## src/rtl/neuron_mac_c9_if.sv

```systemverilog
// rtl/neuron_mac_c9_if.sv - handshake and ROM/activation bus for the column-9 neuron engine
`timescale 1ns/1ps
interface neuron_mac_c9_if #(
  parameter int ADR_W = 9,
  parameter int W_W   = 21,
  parameter int ACT_W = 16,
  parameter int OUT_W = 16
);
  logic             start;
  logic [ADR_W-1:0] adrs_clm;
  logic [W_W-1:0]   w_in;
  logic [ACT_W-1:0] act_in;
  logic             busy;
  logic             done;
  logic [OUT_W-1:0] score;

  modport master (
    output start, w_in, act_in,
    input  adrs_clm, busy, done, score
  );

  modport slave (
    input  start, w_in, act_in,
    output adrs_clm, busy, done, score
  );
endinterface

```

## src/rtl/neuron_mac_c9.sv

```systemverilog
// rtl/neuron_mac_c9.sv - column-9 output-neuron MAC: sequences ROM addresses, accumulates w*act, rescales and saturates
`timescale 1ns/1ps
module neuron_mac_c9 #(
  parameter int N_IN  = 300,
  parameter int ADR_W = 9,
  parameter int W_W   = 21,
  parameter int ACT_W = 16,
  parameter int ACC_W = 46,
  parameter int SHIFT = 8,
  parameter int OUT_W = 16
) (
  input logic            clk,
  input logic            rst,
  neuron_mac_c9_if.slave bus
);

  localparam int P_W = W_W + ACT_W;
  localparam logic [ADR_W-1:0] LAST_ADR = ADR_W'(N_IN - 1);
  localparam logic signed [ACC_W-1:0] SAT_HI = ACC_W'(2 ** (OUT_W - 1) - 1);
  localparam logic signed [ACC_W-1:0] SAT_LO = -SAT_HI - ACC_W'(1);

  typedef enum logic [2:0] {
    IDLE,
    RUN,
    FLUSH,
    OUT,
    DONE
  } state_t;

  state_t state;
  state_t state_nxt;

  logic [ADR_W-1:0]        adrs;
  logic signed [P_W-1:0]   prod;
  logic                    pv;
  logic signed [ACC_W-1:0] acc;
  logic signed [ACC_W-1:0] shifted;
  logic [OUT_W-1:0]        score_q;
  logic [OUT_W-1:0]        score_sat;

  always_ff @(posedge clk) begin
    if (rst) begin
      state <= IDLE;
    end else begin
      state <= state_nxt;
    end
  end

  always_comb begin
    state_nxt = state;
    bus.busy  = 1'b0;
    bus.done  = 1'b0;
    case (state)
      IDLE: begin
        if (bus.start) begin
          state_nxt = RUN;
        end
      end
      RUN: begin
        bus.busy = 1'b1;
        if (adrs == LAST_ADR) begin
          state_nxt = FLUSH;
        end
      end
      FLUSH: begin
        bus.busy  = 1'b1;
        state_nxt = OUT;
      end
      OUT: begin
        bus.busy  = 1'b1;
        state_nxt = DONE;
      end
      DONE: begin
        bus.done  = 1'b1;
        state_nxt = IDLE;
      end
      default: state_nxt = IDLE;
    endcase
  end

  // Rescale is an arithmetic shift, so negative sums floor toward minus infinity.
  assign shifted = acc >>> SHIFT;

  always_comb begin
    score_sat = shifted[OUT_W-1:0];
    if (shifted > SAT_HI) begin
      score_sat = SAT_HI[OUT_W-1:0];
    end else if (shifted < SAT_LO) begin
      score_sat = SAT_LO[OUT_W-1:0];
    end
  end

  always_ff @(posedge clk) begin
    if (rst) begin
      adrs    <= '0;
      prod    <= '0;
      pv      <= 1'b0;
      acc     <= '0;
      score_q <= '0;
    end else begin
      // The product pipeline stage drains one edge behind the address counter.
      if (pv) begin
        acc <= acc + {{(ACC_W - P_W){prod[P_W-1]}}, prod};
      end
      case (state)
        IDLE: begin
          if (bus.start) begin
            adrs <= '0;
            acc  <= '0;
            pv   <= 1'b0;
          end
        end
        RUN: begin
          prod <= P_W'($signed(bus.w_in)) * P_W'($signed(bus.act_in));
          pv   <= 1'b1;
          if (adrs < LAST_ADR) begin
            adrs <= adrs + 1'b1;
          end
        end
        FLUSH: begin
          pv <= 1'b0;
        end
        OUT: begin
          score_q <= score_sat;
        end
        DONE: begin
          adrs <= '0;
        end
        default: begin
          pv <= 1'b0;
        end
      endcase
    end
  end

  assign bus.adrs_clm = adrs;
  assign bus.score    = score_q;

endmodule

```

## src/flat_wrapper.sv

```systemverilog
// flat-port wrapper written by rule: the top's interface ports become plain ports
module neuron_mac_c9_flat 
#(
  parameter int N_IN  = 300,
  parameter int ADR_W = 9,
  parameter int W_W   = 21,
  parameter int ACT_W = 16,
  parameter int ACC_W = 46,
  parameter int SHIFT = 8,
  parameter int OUT_W = 16
)
  (clk, rst, bus_start, bus_w_in, bus_act_in, bus_adrs_clm, bus_busy, bus_done, bus_score);
  neuron_mac_c9_if #(.ADR_W(ADR_W), .W_W(W_W), .ACT_W(ACT_W), .OUT_W(OUT_W)) bus_i ();
  input logic clk;
  input logic rst;
  input wire logic [$bits(bus_i.start)-1:0] bus_start;
  input wire logic [$bits(bus_i.w_in)-1:0] bus_w_in;
  input wire logic [$bits(bus_i.act_in)-1:0] bus_act_in;
  output wire logic [$bits(bus_i.adrs_clm)-1:0] bus_adrs_clm;
  output wire logic [$bits(bus_i.busy)-1:0] bus_busy;
  output wire logic [$bits(bus_i.done)-1:0] bus_done;
  output wire logic [$bits(bus_i.score)-1:0] bus_score;
  assign bus_i.start = bus_start;
  assign bus_i.w_in = bus_w_in;
  assign bus_i.act_in = bus_act_in;
  assign bus_adrs_clm = bus_i.adrs_clm;
  assign bus_busy = bus_i.busy;
  assign bus_done = bus_i.done;
  assign bus_score = bus_i.score;
  neuron_mac_c9 #(.N_IN(N_IN), .ADR_W(ADR_W), .W_W(W_W), .ACT_W(ACT_W), .ACC_W(ACC_W), .SHIFT(SHIFT), .OUT_W(OUT_W)) u_core (.clk(clk), .rst(rst), .bus(bus_i));
endmodule
```

## config.mk

```make
export PLATFORM = sky130hd
export DESIGN_NAME = neuron_mac_c9_flat
export DESIGN_NICKNAME = d
export VERILOG_FILES = /design/src/rtl/neuron_mac_c9_if.sv /design/src/rtl/neuron_mac_c9.sv /design/src/flat_wrapper.sv
export SDC_FILE = /design/constraint.sdc
export NUM_CORES = 1
export LEC_CHECK = 0
export ABC_AREA = 1
export BUFFER_PORTS_ARGS = -buffer_cell sky130_fd_sc_hd__buf_2
export CAP_MARGIN = 20
export CORE_MARGIN = 3
export CORE_UTILIZATION = 45
export DETAILED_ROUTE_END_ITERATION = 10
export PLACE_DENSITY = 0.66
export SYNTH_ARGS = -nofsm -noshare
export SYNTH_HDL_FRONTEND = slang
export SYNTH_SLANG_ARGS = --single-unit
```

## constraint.sdc

```tcl
create_clock -name clk -period 7.3 [get_ports clk]
set_input_delay 0 -clock clk [delete_from_list [all_inputs] [get_ports clk]]
set_output_delay 0 -clock clk [all_outputs]
set_load 0.05 [all_outputs]
```

==> results.md, run 1 <==
Outcome:
- The run finished with clean final reports.

Min path:
- The worst-case hold path end point is u_core.prod[0].
- The kind of path behind the tightest hold check is input pin to flip-flop.
- Along the worst hold path, the cell count comes to 3.
- The start point of the worst min-delay path is bus_w_in[0].

Routing:
- The vias per cell is slightly above 5.
- After detailed routing, the average wire length per cell comes to 17.0 µm.
- The DRC marker count from the first detailed-route iteration is 1517.
- The detailed router placed 19.0k vias in this run.
- For this run, design rule violations remaining after detail routing come to 0.
- The first detailed-routing pass ran for 6 iterations.
- The post-route antenna net violation count is 0.
- Wires add up to 62200 µm.

Place:
- The total placed cells including tap cells is 3649.
- The HPWL after detailed placement is 51900 µm.
- Buffers placed on the I/O ports in this run total 66.
- The congestion estimate from routability-driven global placement came to 1.03.

Worst setup path:
- At the worst endpoint, the required time is 7.57 ns.
- The cell depth of the worst flop-to-flop path is 14.
- The maximum fanout count along the critical path is 21.
- The worst register-to-register path begins at u_core.acc[0].
- For the worst setup path, the data arrival time is 6.05 ns.
- The type of the worst setup path is input pin to flip-flop.
- The kind of end point of the critical path is a flip-flop.
- STA classifies the critical path startpoint as an input pin.
- The worst register-to-register path has a setup slack of 4.47 ns.
- The terminus of the critical flop-to-flop path is u_core.acc[28].

Global routing:
- The via count of the first global-routing pass was 19.5k.
- Entering global routing, the biggest net connects just under 60 pins.
- After global routing the overflow that remains totals 0.
- The initial antenna violation count is 1.
- The first global-routing pass estimated 101000 µm of wire.
- In the global route stage, overall resource usage came out at 25.6%.

Synth:
- The post-synthesis instance area is about 21000 µm².
- Of the synthesized area, sequential elements account for 10.6%.
- The post-synthesis cell type count is 41.
- Each instance of the synthesized netlist takes up on average between 6 and 7 µm².
- The synthesized net count is 3587.
- For this run, the number of Yosys warnings is 0.
- Synthesis produced a netlist whose cell count is 3076.
- The total of flip-flops plus latches after synthesis is 112.

Timing:
- Setup repair after global routing left no endpoint under its margin.
- The achievable frequency is ~0.17 GHz.
- The worst clock skew is 0.0122 ns.
- The smallest clock period supported by the final layout is computed as ~5.8 ns.
- The number of slew-limit violations in the final report is 0.
- The final number of setup-violating endpoints is 0.
- For the pin with the worst max-slew slack, the measured transition is 0.979 ns.
- The part of the cycle the worst path needs is 79.2%.
- The final hold violation count is 0.
- The sum of negative setup slack is 0 ns.
- Measured against its own limit, the worst slew margin works out to 34.6%.

Clock network:
- The H-tree was split into 3 levels.
- The clock latency on the worst-skew pair is 0.38 ns.
- TritonCTS built the clock tree.
- The clock passes through at most 2 buffers.
- The root buffer selected by CTS is sky130_fd_sc_hd__clkbuf_16.
- Counting the buffers created by CTS gives 9.
- The clock net in this run drives a total of 112 sinks.
- The post-CTS clock slew at the launch and capture registers of the worst setup and hold paths is 0.08 ns.
- After clock tree synthesis, the setup repair step added 0 buffers.

Finish:
- The finished layout holds 3665 standard cells, fillers aside.
- Leaving out fill and tap cells, the most frequent cells in the layout are 817 x sky130_fd_sc_hd__inv_1, 730 x sky130_fd_sc_hd__nand2_1, 333 x sky130_fd_sc_hd__fa_1.
- The fraction of layout instances using a drive strength above 1 is 4.24%.
- The library cell used most frequently in the layout, excluding fill and tap cells, is sky130_fd_sc_hd__inv_1.
- The number of antenna diodes in the final layout is 0.
- The synthesis-to-layout area growth is 4.99%.
- The number of fill cells in the layout is 4683.
- At the end of the flow, the number of nets in the layout was about 3.6k.

Floorplanning:
- The area enclosed by the die boundary is 49700 µm².
- The die height is between 200 and 250 µm.
- The core region is 46000 µm².
- Row generation in the floorplan step produced 78 rows.
- The effective utilization at floorplan is 46.1%.
- The count of boundary I/O pins is 67.
- The horizontal extent of the die is 223 µm.

Flow run:
- The count of max-cap constraint violations is 0.
==> worst max path at each step <==
stage                       start  cells after the start              end  slack, ns
finish              bus_act_in[1]                     21  u_core.prod[29]       1.52
global route        bus_act_in[1]                     22  u_core.prod[30]       1.20
detailed placement  bus_act_in[1]                     21  u_core.prod[29]       1.20
floorplan             bus_w_in[9]                     26  u_core.prod[35]       2.03
global placement    bus_act_in[1]                     21  u_core.prod[29]       1.26
CTS                 bus_act_in[1]                     21  u_core.prod[29]       1.57
==> cell families after synthesis <==
family          after synthesis  synth area share, %
flops                       112                 10.6
compound gates              323                 8.43
buf+inv                     922                 16.4
simple gates               1212                 23.4
xor+xnor                     36                 1.49
fa+ha+maj                   471                 39.6
==> metrics by stage <==
stage / utilization (%) / hold slack (ns) / setup slack [ns] / instance area [µm²]
floorplan: - / 0.161 / 2.03 / 21200
global placement: 47.7 / 0.349 / 1.26 / 21900
detailed placement: 47.7 / 0.372 / 1.20 / 21900
CTS: 48.4 / 0.109 / 1.57 / 22200
global route: 48.4 / 0.133 / 1.20 / 22200
finish: 48.4 / 0.109 / 1.52 / 22200
==> area by class of cell <==
cell class / count / area (µm²) / share of cell area, %
multi-input cells: 2042 / 15500 / 69.5
inverters: 823 / 3090 / 13.9
flip-flops and latches: 112 / 2240 / 10.1
well taps: 600 / 751 / 3.38
repair buffers: 73 / 385 / 1.73
clock buffers: 10 / 239 / 1.08
clock inverters: 5 / 63.8 / 0.287
==> flip-flops by register name, indices dropped and copies added, names as in the netlist <==
signal,flops
u_core.bus.score,16
u_core.pv,1
u_core.bus.adrs_clm,9
u_core.acc,46
u_core.prod,37
u_core.state,3
==> cells in the mapped netlist (all sizes together) <==
| master | number | area (µm²) |
|---|---|---|
| a21o | 14 | 105 |
| o221ai | 1 | 8.76 |
| nand4 | 32 | 200 |
| fa | 333 | 6670 |
| o21ai | 124 | 628 |
| o31ai | 1 | 7.51 |
| nor3b | 4 | 30.0 |
| nand2 | 740 | 2800 |
| a21boi | 3 | 22.5 |
| clkinv | 1 | 3.75 |
| inv | 822 | 3090 |
| nor4 | 13 | 81.3 |
| nor2 | 278 | 1080 |
| clkbuf | 84 | 315 |
| and2 | 1 | 6.26 |
| buf | 15 | 71.3 |
| dfxtp | 112 | 2240 |
| a21oi | 143 | 723 |
| or2 | 11 | 68.8 |
| o21bai | 20 | 169 |
| nor3 | 16 | 85.1 |
| nand3b | 6 | 45.0 |
| o211ai | 12 | 90.1 |
| xnor2 | 9 | 78.8 |
| nand3 | 111 | 566 |
| a31oi | 5 | 31.3 |
| xor2 | 27 | 236 |
| ha | 138 | 1730 |
==> critical path, stage by stage <==
cell and delay, ns:
sky130_fd_sc_hd__buf_2 0.43, sky130_fd_sc_hd__nand2_1 0.20, sky130_fd_sc_hd__inv_1 0.16, sky130_fd_sc_hd__fa_1 0.50, sky130_fd_sc_hd__fa_1 0.91, sky130_fd_sc_hd__fa_1 0.53, sky130_fd_sc_hd__fa_1 0.48, sky130_fd_sc_hd__fa_1 0.55
sky130_fd_sc_hd__inv_1 0.05, sky130_fd_sc_hd__fa_1 0.52, sky130_fd_sc_hd__inv_1 0.04, sky130_fd_sc_hd__ha_1 0.36, sky130_fd_sc_hd__inv_1 0.10, sky130_fd_sc_hd__o21ai_0 0.11, sky130_fd_sc_hd__nor2_1 0.19, sky130_fd_sc_hd__a21boi_0 0.28
sky130_fd_sc_hd__nand3_1 0.25, sky130_fd_sc_hd__nand2_1 0.12, sky130_fd_sc_hd__nand2_1 0.05, sky130_fd_sc_hd__o21bai_1 0.14, sky130_fd_sc_hd__inv_1 0.06
==> repair_timing <==
| item | 4_1_cts | 5_1_grt |
|---|---|---|
| hold buffers | 1 | 0 |
| endpoints found under the hold margin | 1 | 0 |
| resized for setup | 0 | 0 |
==> layer usage <==
metal | track usage [%] | vias to the layer above | share of wire (%)
met5 | 0 | - | 0
met4 | 6.95 | 0 | 2.4
met3 | 4.07 | 109 | 7.5
met2 | 41.6 | 686 | 46
met1 | 35.7 | 9149 | 44
li1 | - | 9041 | -
Power of run 1 is not shown: default switching activity piles up to over one toggle a cycle in this logic, so the estimate is an artifact.
==> run 2: changes to the inputs <==
==> constraint.sdc (replaced) <==
create_clock -name clk -period 5.7 [get_ports clk]
set_input_delay 0 -clock clk [delete_from_list [all_inputs] [get_ports clk]]
set_output_delay 0 -clock clk [all_outputs]
set_load 0.05 [all_outputs]
==> run 2 against run 1 <==
Against the previous run: sequential share of layout area decreased by 0.20 points; register-to-register slack got worse by 1.6 ns; die area did not move; global-route usage is 0.28 points higher; worst hold slack better by 0.077 ns; non-clock buffer count up 55.
==> results.md, run 2 (synthesis gave the netlist of run 1 again) <==
Outcome:
- The flow ran to the end, and the final reports show no timing, DRC or antenna violations.

Global routing:
- The via count of the first global-routing pass is 19.5k (+0.19%).
- The pin count of the biggest net entering global routing is 51 (-12%).
- The global-route congestion overflow total is 0 (unchanged).
- The initial antenna violation count was 1 (unchanged).
- The global routing usage summed across all routing layers is 25.9% (+0.28 points).
- The wire length of the first global-routing pass was 102000 µm (+1.1%).

Min path:
- The kind of path behind the tightest hold check is input pin to flip-flop.
- In this run the most critical hold path is launched from bus_w_in[0].
- The worst-case hold path end point is u_core.prod[0].
- The worst hold path stage count is 4 (+1).

Finish:
- The register with the most flip-flops is u_core.acc.
- The number of fill cells in the layout is 4658 (-0.53%).
- The net count reported at finish is 3627 (+1.5%).
- The total area of multi-input combinational cells is 15500 µm² (about the same).
- The sequential standard cell area was 2240 µm² (unchanged).
- The most common cell after layout, fill and taps aside is sky130_fd_sc_hd__inv_1.
- The final cell utilization of the core is 49.3% (+0.97 points).
- The synthesis-to-layout area growth is 7.10%.
- The post-layout instance count excluding filler cells is 3723 (+1.6%).
- The fraction of layout instances using a drive strength above 1 was 5.96% (+1.7 points).
- In the layout the commonest cells are 817 x sky130_fd_sc_hd__inv_1, 730 x sky130_fd_sc_hd__nand2_1, 332 x sky130_fd_sc_hd__fa_1.
- The flip-flop count of the largest register after layout is 46 (unchanged).

Clock network:
- The TritonCTS clock tree is built.
- In this run the clock root is driven by a sky130_fd_sc_hd__clkbuf_16.
- The number of clock sinks is 112 (unchanged).
- The clock latency on the worst-skew pair came to 0.39 ns (about the same).
- The post-CTS setup buffer count was 0 (unchanged).
- The total number of H-tree levels is 3 (unchanged).
- The post-CTS clock slew at the launch and capture registers of the worst setup and hold paths is 0.08 ns (about the same).
- The number of buffers on the longest clock path came to 2 (unchanged).
- The number of CTS-inserted buffers is 9 (unchanged).

Routing:
- The DRC marker count from the first detailed-route iteration is 1554 (+2.4%).
- The count of unresolved DRC violations after routing is 0 (unchanged).
- The vias per cell is 5.13 (-0.97%).
- The detailed-routing iteration count for the pre-antenna-repair pass is 5 (-1).
- The average wire per standard cell is 16.6 µm (-2.0%).
- The total wirelength of the detailed-routed design came to 61900 µm (-0.40%).
- The post-route antenna net violation count came to 0 (unchanged).
- The total number of vias is 19.1k (+0.60%).

Timing:
- The final hold violation count was 0 (unchanged).
- Setup repair after global routing left no endpoint under its margin.
- The worst path uses a little over nine tenths of the clock period.
- Timing would allow up to around 0.19 GHz.
- After layout, the minimum clock period comes to roughly 5.4 ns.
- The number of slew-limit violations in the final report is 0 (unchanged).
- The relative slew slack was 36.2% (+1.6 points).
- The final number of setup-violating endpoints is 0 (unchanged).
- The transition at the pin with the smallest max-transition slack came to 0.949 ns (-0.0299 ns).
- The worst clock skew came to 0.0110 ns (-0.00124 ns).

Worst setup path:
- The worst register-to-register path ends at u_core.acc[28].
- STA classifies the critical path endpoint as a flip-flop.
- The slowest cell on the critical path is sky130_fd_sc_hd__fa_1.
- The data required time at the worst endpoint came to 5.99 ns (-1.58 ns).
- The maximum fanout count along the critical path is 17 (-19%).
- The most prevalent standard cell on the critical path is sky130_fd_sc_hd__inv_1.
- The reg2reg setup slack is 2.89 ns (-1.58 ns).
- The critical path's largest stage delay is 0.55 ns (-0.36 ns).
- The startpoint of the worst setup timing path is bus_act_in[11].
- The launch point of the worst reg-to-reg path is u_core.acc[0].
- The endpoint arrival time on the critical path is 5.66 ns (-0.39 ns).
- The type of the worst setup path is input pin to flip-flop.
- STA classifies the critical path startpoint as an input pin.
- The cell depth of the worst flop-to-flop path is 14 (unchanged).

Floorplanning:
- The die height is 223 µm (unchanged).
- The placeable core region came to 46000 µm² (unchanged).
- The horizontal extent of the die came to 223 µm (unchanged).
- The count of boundary I/O pins is 67 (unchanged).
- The number of standard-cell rows in the floorplan is 78 (unchanged).
- The area enclosed by the die boundary is 49700 µm² (unchanged).
- The effective utilization at floorplan is 46.1% (unchanged).

Place:
- The HPWL after detailed placement was 53300 µm (+2.5%).
- The count of input and output buffers is 66 (unchanged).
- The final weighted congestion in routability-driven placement came to 0.971 (-6.0%).
- The total placed cells including tap cells is 3704 (+1.5%).

Flow run:
- The count of max-cap constraint violations is 0 (unchanged).
-- run 2: worst max path at each step --
stage | endpoint | slack, ns | cells past startpoint
after global placement | u_core.prod[34] | -0.15 | 26
after floorplan | u_core.prod[35] | 0.43 | 26
after global routing | u_core.prod[36] | 0.003 | 25
after CTS | u_core.prod[34] | 0.26 | 26
final | u_core.prod[36] | 0.34 | 25
after detailed placement | u_core.prod[34] | -0.15 | 26
-- run 2: final cells by class --
type                       count  area share [%]
clock inverter                 5           0.199
multi-input combinational   2042            68.2
tap                          600            3.31
clock buffer                  11            1.07
sequential                   112            9.89
antenna                        2          0.0221
inverter                     823            13.6
timing repair buffer         128            3.70
-- run 2: critical path: cells and delay by family --
kind / cells / cell delay, ns
simple gates: 6 / 0.77
compound gates: 3 / 0.52
fa+ha+maj: 7 / 3.46
buf+inv: 9 / 0.90
-- run 2: repair_timing --
action | 4_1_cts | 5_1_grt
hold buffers | 1 | 0
setup endpoints to repair | 0 | 6
hold endpoints to repair | 1 | 0
gates resized for setup | 0 | 8
-- run 2: layer usage --
layer | track usage [%] | share of wire (%) | vias up
li1 | - | - | 9172
met1 | 37.6 | 47 | 9302
met2 | 42.2 | 46 | 540
met3 | 2.57 | 5.0 | 84
met4 | 5.33 | 1.9 | 0
met5 | 0 | 0 | -
-- run 2: per-stage QoR --
stage               hold WS [ns]  setup TNS, ns  instance area [µm²]  worst slack [ns]
floorplan                  0.161              0                21200             0.429
global placement           0.358         -0.386                22400            -0.152
detailed placement         0.372         -0.437                22400            -0.150
CTS                        0.172              0                22700             0.259
global route               0.203              0                22700           0.00276
finish                     0.186              0                22700             0.336
Power of run 2 is left out for the same reason.
